## src/rtl/bus_sync_pkg.sv

```systemverilog
// -----------------------------------------------------------------------------
// bus_sync_pkg
// Shared definitions for the multi-bit bus synchronizer (slow-to-fast path).
//   state_t      : launcher FSM encoding
//   WIDTH        : default data bus width
//   NUM_STAGES   : default flop count of single-bit synchronizers
//   TIMEOUT_CYC  : default handshake wait limit (used only with ACK_TIMEOUT_EN)
// -----------------------------------------------------------------------------
package bus_sync_pkg;

    typedef enum logic [1:0] {
        IDLE    = 2'b00,
        SETUP   = 2'b01,
        REQ     = 2'b10,
        RELEASE = 2'b11
    } state_t;

    localparam int WIDTH       = 8;
    localparam int NUM_STAGES  = 2;
    localparam int TIMEOUT_CYC = 255;

endpackage

```

## src/rtl/bus_sync_tx_bit_sync.sv

```systemverilog
// -----------------------------------------------------------------------------
// bit_sync
// Single-bit level synchronizer built from NUM_Stages flops (NUM_Stages >= 2).
// Reusable by both the launch and receive sides of the bus synchronizer.
// Ports:
//   CLK          in   destination clock of this synchronizer, rising edge
//   Reset        in   asynchronous, active-low reset (all flops cleared to 0)
//   async_level  in   level from the foreign clock domain
//   level_sync   out  synchronized level (last flop)
//   level_next   out  value level_sync takes on the next edge (penultimate flop)
// -----------------------------------------------------------------------------
module bit_sync #(
    parameter int NUM_Stages = 2
) (
    input  logic CLK,
    input  logic Reset,
    input  logic async_level,
    output logic level_sync,
    output logic level_next
);

    logic [NUM_Stages-1:0] sync_ff;

    // Plain shift chain; only the first flop may go metastable.
    always_ff @(posedge CLK or negedge Reset) begin
        if (!Reset) begin
            sync_ff <= '0;
        end else begin
            sync_ff <= {sync_ff[NUM_Stages-2:0], async_level};
        end
    end

    assign level_sync = sync_ff[NUM_Stages-1];
    // Lets a consumer register a decision that depends on the upcoming value.
    assign level_next = sync_ff[NUM_Stages-2];

endmodule

```

## src/rtl/bus_sync_tx.sv

```systemverilog
// -----------------------------------------------------------------------------
// bus_sync_tx
// Source-domain launcher of the slow-to-fast multi-bit bus synchronizer.
// Captures a word on a valid/ready handshake, drives it on a registered bus and
// runs a 4-phase req/ack handshake (bus_EN = request, ack_async = acknowledge).
// The bus is stable one full cycle before the request rises and is held until
// the synchronized acknowledge has returned low.
// Optional build macro: ACK_TIMEOUT_EN (bounds waits in REQ and RELEASE).
// Ports:
//   CLK          in   source clock, rising edge
//   Reset        in   asynchronous, active-low reset
//   src_data     in   word to send, sampled when src_valid & src_ready
//   src_valid    in   source has a word
//   src_ready    out  block can accept a word (registered)
//   Async_bus    out  registered bus to the destination domain
//   bus_EN       out  request level to the destination
//   ack_async    in   acknowledge level from the destination (asynchronous)
//   tx_done      out  one-cycle pulse when a handshake completes
//   busy         out  high whenever the FSM is not in IDLE
//   err_timeout  out  one-cycle pulse on a handshake abort (0 without macro)
// -----------------------------------------------------------------------------
module bus_sync_tx #(
    parameter int Width       = bus_sync_pkg::WIDTH,
    parameter int NUM_Stages  = bus_sync_pkg::NUM_STAGES,
    parameter int TIMEOUT_CYC = bus_sync_pkg::TIMEOUT_CYC
) (
    input  logic             CLK,
    input  logic             Reset,
    input  logic [Width-1:0] src_data,
    input  logic             src_valid,
    output logic             src_ready,
    output logic [Width-1:0] Async_bus,
    output logic             bus_EN,
    input  logic             ack_async,
    output logic             tx_done,
    output logic             busy,
    output logic             err_timeout
);

    import bus_sync_pkg::*;

    state_t state;
    state_t next_state;
    logic   ack_sync;
    logic   ack_sync_next;
    logic   accept;
    logic   done_next;

    bit_sync #(
        .NUM_Stages (NUM_Stages)
    ) u_ack_sync (
        .CLK         (CLK),
        .Reset       (Reset),
        .async_level (ack_async),
        .level_sync  (ack_sync),
        .level_next  (ack_sync_next)
    );

    assign accept = (state == IDLE) && src_valid && src_ready;

`ifdef ACK_TIMEOUT_EN
    localparam int CNT_W = $clog2(TIMEOUT_CYC + 1);

    logic [CNT_W-1:0] wait_cnt;
    logic             timeout_hit;
    logic             err_next;

    assign timeout_hit = (wait_cnt == CNT_W'(TIMEOUT_CYC));

    // Restart the count on every entry into a wait state.
    always_ff @(posedge CLK or negedge Reset) begin
        if (!Reset) begin
            wait_cnt <= '0;
        end else if ((next_state != state) &&
                     ((next_state == REQ) || (next_state == RELEASE))) begin
            wait_cnt <= '0;
        end else if ((state == REQ) || (state == RELEASE)) begin
            wait_cnt <= wait_cnt + 1'b1;
        end
    end

    always_ff @(posedge CLK or negedge Reset) begin
        if (!Reset) begin
            err_timeout <= 1'b0;
        end else begin
            err_timeout <= err_next;
        end
    end
`else
    assign err_timeout = 1'b0;
`endif

    // Next-state logic; the FSM only ever looks at the synchronized ack.
    always_comb begin
        next_state = state;
        done_next  = 1'b0;
`ifdef ACK_TIMEOUT_EN
        err_next   = 1'b0;
`endif
        case (state)
            IDLE: begin
                if (accept) begin
                    next_state = SETUP;
                end
            end
            SETUP: begin
                next_state = REQ;
            end
            REQ: begin
                if (ack_sync) begin
                    next_state = RELEASE;
                end
`ifdef ACK_TIMEOUT_EN
                else if (timeout_hit) begin
                    next_state = IDLE;
                    err_next   = 1'b1;
                end
`endif
            end
            RELEASE: begin
                if (!ack_sync) begin
                    next_state = IDLE;
                    done_next  = 1'b1;
                end
`ifdef ACK_TIMEOUT_EN
                else if (timeout_hit) begin
                    next_state = IDLE;
                    err_next   = 1'b1;
                end
`endif
            end
            default: begin
                next_state = IDLE;
            end
        endcase
    end

    // All outputs are registered from next_state so they change glitch-free.
    // src_ready also waits for a stale acknowledge to clear before reopening.
    always_ff @(posedge CLK or negedge Reset) begin
        if (!Reset) begin
            state     <= IDLE;
            Async_bus <= '0;
            bus_EN    <= 1'b0;
            src_ready <= 1'b0;
            tx_done   <= 1'b0;
            busy      <= 1'b0;
        end else begin
            state     <= next_state;
            bus_EN    <= (next_state == REQ);
            busy      <= (next_state != IDLE);
            src_ready <= (next_state == IDLE) && !ack_sync_next;
            tx_done   <= done_next;
            if (accept) begin
                Async_bus <= src_data;
            end
        end
    end

endmodule

```

## config.mk

```make
export PLATFORM = sky130hd
export DESIGN_NAME = bus_sync_tx
export DESIGN_NICKNAME = d
export VERILOG_FILES = /design/src/rtl/bus_sync_pkg.sv /design/src/rtl/bus_sync_tx_bit_sync.sv /design/src/rtl/bus_sync_tx.sv
export SDC_FILE = /design/constraint.sdc
export NUM_CORES = 1
export LEC_CHECK = 0
export ABC_AREA = 0
export BUFFER_PORTS_ARGS = -buffer_cell sky130_fd_sc_hd__buf_2
export CAP_MARGIN = 20
export CORE_AREA = 4 4 41 43
export CTS_CLUSTER_SIZE = 24
export DETAILED_ROUTE_END_ITERATION = 12
export DIE_AREA = 0 0 45 47
export MAX_ROUTING_LAYER = met4
export PLACE_DENSITY = 0.74
export SLEW_MARGIN = 20
export SYNTH_ARGS = -nofsm -noshare
export SYNTH_HDL_FRONTEND = slang
export SYNTH_SLANG_ARGS = --single-unit
export TNS_END_PERCENT = 100
```

## constraint.sdc

```tcl
create_clock -name CLK -period 2.8 [get_ports CLK]
set_input_delay 0.14 -clock CLK [delete_from_list [all_inputs] [get_ports CLK]]
set_output_delay 0.14 -clock CLK [all_outputs]
set_load 0.03 [all_outputs]
```

==> impl_metrics.toml <==
[final_layout]
final_cells = 79
final_cell_mix = "23 x buf_2, 16 x dfrtp_1, 9 x mux2_2, 4 x nor2_1, 3 x clkbuf_4"
final_nets = 78
area_growth_pct = 30.2
regArea_sq_um = 400
n_fill_cell = 120
multi_input_area_sq_um = 170
n_antenna_cell = 0
layout-drive-gt1-share_pct = 59.4
final_common_cell = "buf_2"

[timing]
finalCritPeriodShare_pct = 50.3
final.min_clock_period_ps = 1410
rsz0062_at_grt = "false"
final.setup_skew_ps = 2.29
tns_ps = 0
holdWs_ps = 93.8
max_freq_mhz = 710
setup_viol = 0
hold_violations = 0
maxSlewViolCount = 0

[cts]
cts_hold_repair.buffers = 2
cts_sinks = 16
clockRootBuffer = "clkbuf_4"
cts_setup_buffers = 0
cts_resized = 0
clk_pin_slew_ps = 90
cts_max_path_buffers = 2
htree_num_levels = 1
clock_latency_ps = 270
cts_made_buffers = 3
cts_tree = "yes"

[critical_path]
cp.required_ps = 2960
arrival_ps = 1570
r2r-start = "state[1]"
r2r_setup_slack_ps = 1390
crit_path_start_kind = "flip-flop"
reg2regPathDepth = 3
reg2reg_to = "Async_bus[5]"
criticalPathCategory = "reg -> reg"
cp_slowest_cell = "dfrtp_1"
cp_max_fo = 9
slowest_delay_ps = 450
critPathCaptureType = "flip-flop"
cp_cell_sequence = "nor4bb_2 -> buf_4 -> mux2_2"

[pwr]
swShare_pct = 40.3
total_power_uw = 826
power.internal_uw = 493
seqPwrFrac_pct = 44.4
p_sw_uw = 332
pwr-share-comb_pct = 41.8
power_density_nw_per_um2 = 1090
leakagePower_nw = 0.385
p_clk_share_pct = 13.8
ir_worst_vdd_uv = 554

[hold_path]
hold_end = "Async_bus[3]"
hold_path.class = "in -> reg"
hold_path_depth = 2
hold_start = "src_data[3]"

[global_routing]
track_usage_pct = 10.9
grt_pass1_wl_um = 1610
globalRouteOverflowTotal = 0
antenna_found_initial = 0
grt_max_degree = 17
grt_pass1_vias = 394

[drt]
drc = 0
vias = 372
drt_iter0_markers = 4
avgViaCountPerCell = 4.71
drt_first_pass_iters = 2
drt-total-wl_um = 967
ant_nets = 0
wl_per_cell_um = 12.2

[yosys]
yosys_warnings = 0
synthCells = 37
seq_area_frac_synth_pct = 69.1
synth.distinct_cells = 10
netlist_area_sq_um = 579
syn_area_per_cell_sq_um = 15.7
syn-num-nets = 49
ys_ff_latch = 16

[flow_run]
cap_viol_max_count = 0

[die]
die_h_um = 47
rows = 13
design.die.area_sq_um = 2120
core_sq_um = 1300
pin_count = 25
start_util_pct = 44.5
chipWidth_um = 45

[placement]
portBuffers = 23
dp_cells = 74
place_congestion = 0.669
dp_hpwl_um = 754

[outcome]
status = "finished clean"
[cells in the mapped netlist]
library cell | count | area share, %
o21ba_2 | 1 | 1.7
a21o_1 | 1 | 1.3
nor4bb_1 | 1 | 1.7
dfrtp_1 | 16 | 69
conb_1 | 1 | 0.65
a211oi_1 | 1 | 1.3
mux2_2 | 9 | 17
and3b_1 | 1 | 1.5
buf_4 | 2 | 2.6
nor2_1 | 4 | 2.6
[registers in the layout, indices dropped and copies added (netlist names)]
register	flops
Async_bus	8
bus_EN	1
busy	1
src_ready	1
state	2
tx_done	1
u_ack_sync.sync_ff	2
[critical path, delay by kind of cell, from the launching register on]
family	cells	cell delay [ps]
flops	1	450
simple gates	1	290
mux	1	340
buf+inv	1	220
[power by group through the flow]
| stage | registers [mW] | clock network (mW) | logic, mW |
|---|---|---|---|
| final | 0.366 | 0.114 | 0.345 |
| after global placement | 0.369 | 0 | 0.345 |
| after global routing | 0.379 | 0.126 | 0.369 |
| after floorplan | 0.523 | 0 | 0.0887 |
| after detailed placement | 0.372 | 0 | 0.349 |
| after CTS | 0.368 | 0.117 | 0.351 |
[metrics by stage]
stage               utilization, %  cell area, sq um  setup slack, ps
floorplan                        -               579             1420
global placement              54.7               712             1430
detailed placement            54.7               712             1400
CTS                           58.0               754             1380
global route                  58.0               754             1250
finish                        58.0               754             1390
[worst max-delay path by stage]
stage / cells after the start / start / endpoint
final: 3 / state[1] / Async_bus[5]
after global routing: 3 / state[1] / Async_bus[5]
after CTS: 3 / state[1] / Async_bus[5]
after detailed placement: 3 / state[1] / Async_bus[5]
after global placement: 3 / state[1] / Async_bus[0]
after floorplan: 3 / src_ready / Async_bus[0]
[cell families after synthesis]
kind of cell	count (synthesis)	synth area share [%]
simple gates	6	5.83
compound gates	3	4.32
flops	16	69.1
buf+inv	2	2.59
mux	9	17.5
other cells	1	0.647
[layer usage]
metal | part of all wire, % | routed length, um | GRT usage [%] | vias to the layer above
met1 | 41 | 398 | 14.0 | 178
met2 | 51 | 496 | 16.4 | 14
met5 | 0 | 0 | - | -
li1 | - | - | - | 178
met4 | 0.41 | 4 | 5.26 | 0
met3 | 7.0 | 68 | 2.30 | 2
[cell type report]
| type | instances | share of cell area, % |
|---|---|---|
| Multi-Input combinational cell | 19 | 22.6 |
| Tap cell | 15 | 2.49 |
| Sequential cell | 16 | 53.1 |
| Clock buffer | 3 | 2.99 |
| Timing Repair Buffer | 26 | 18.9 |
Note: power is estimated with default switching activity, not from simulation.
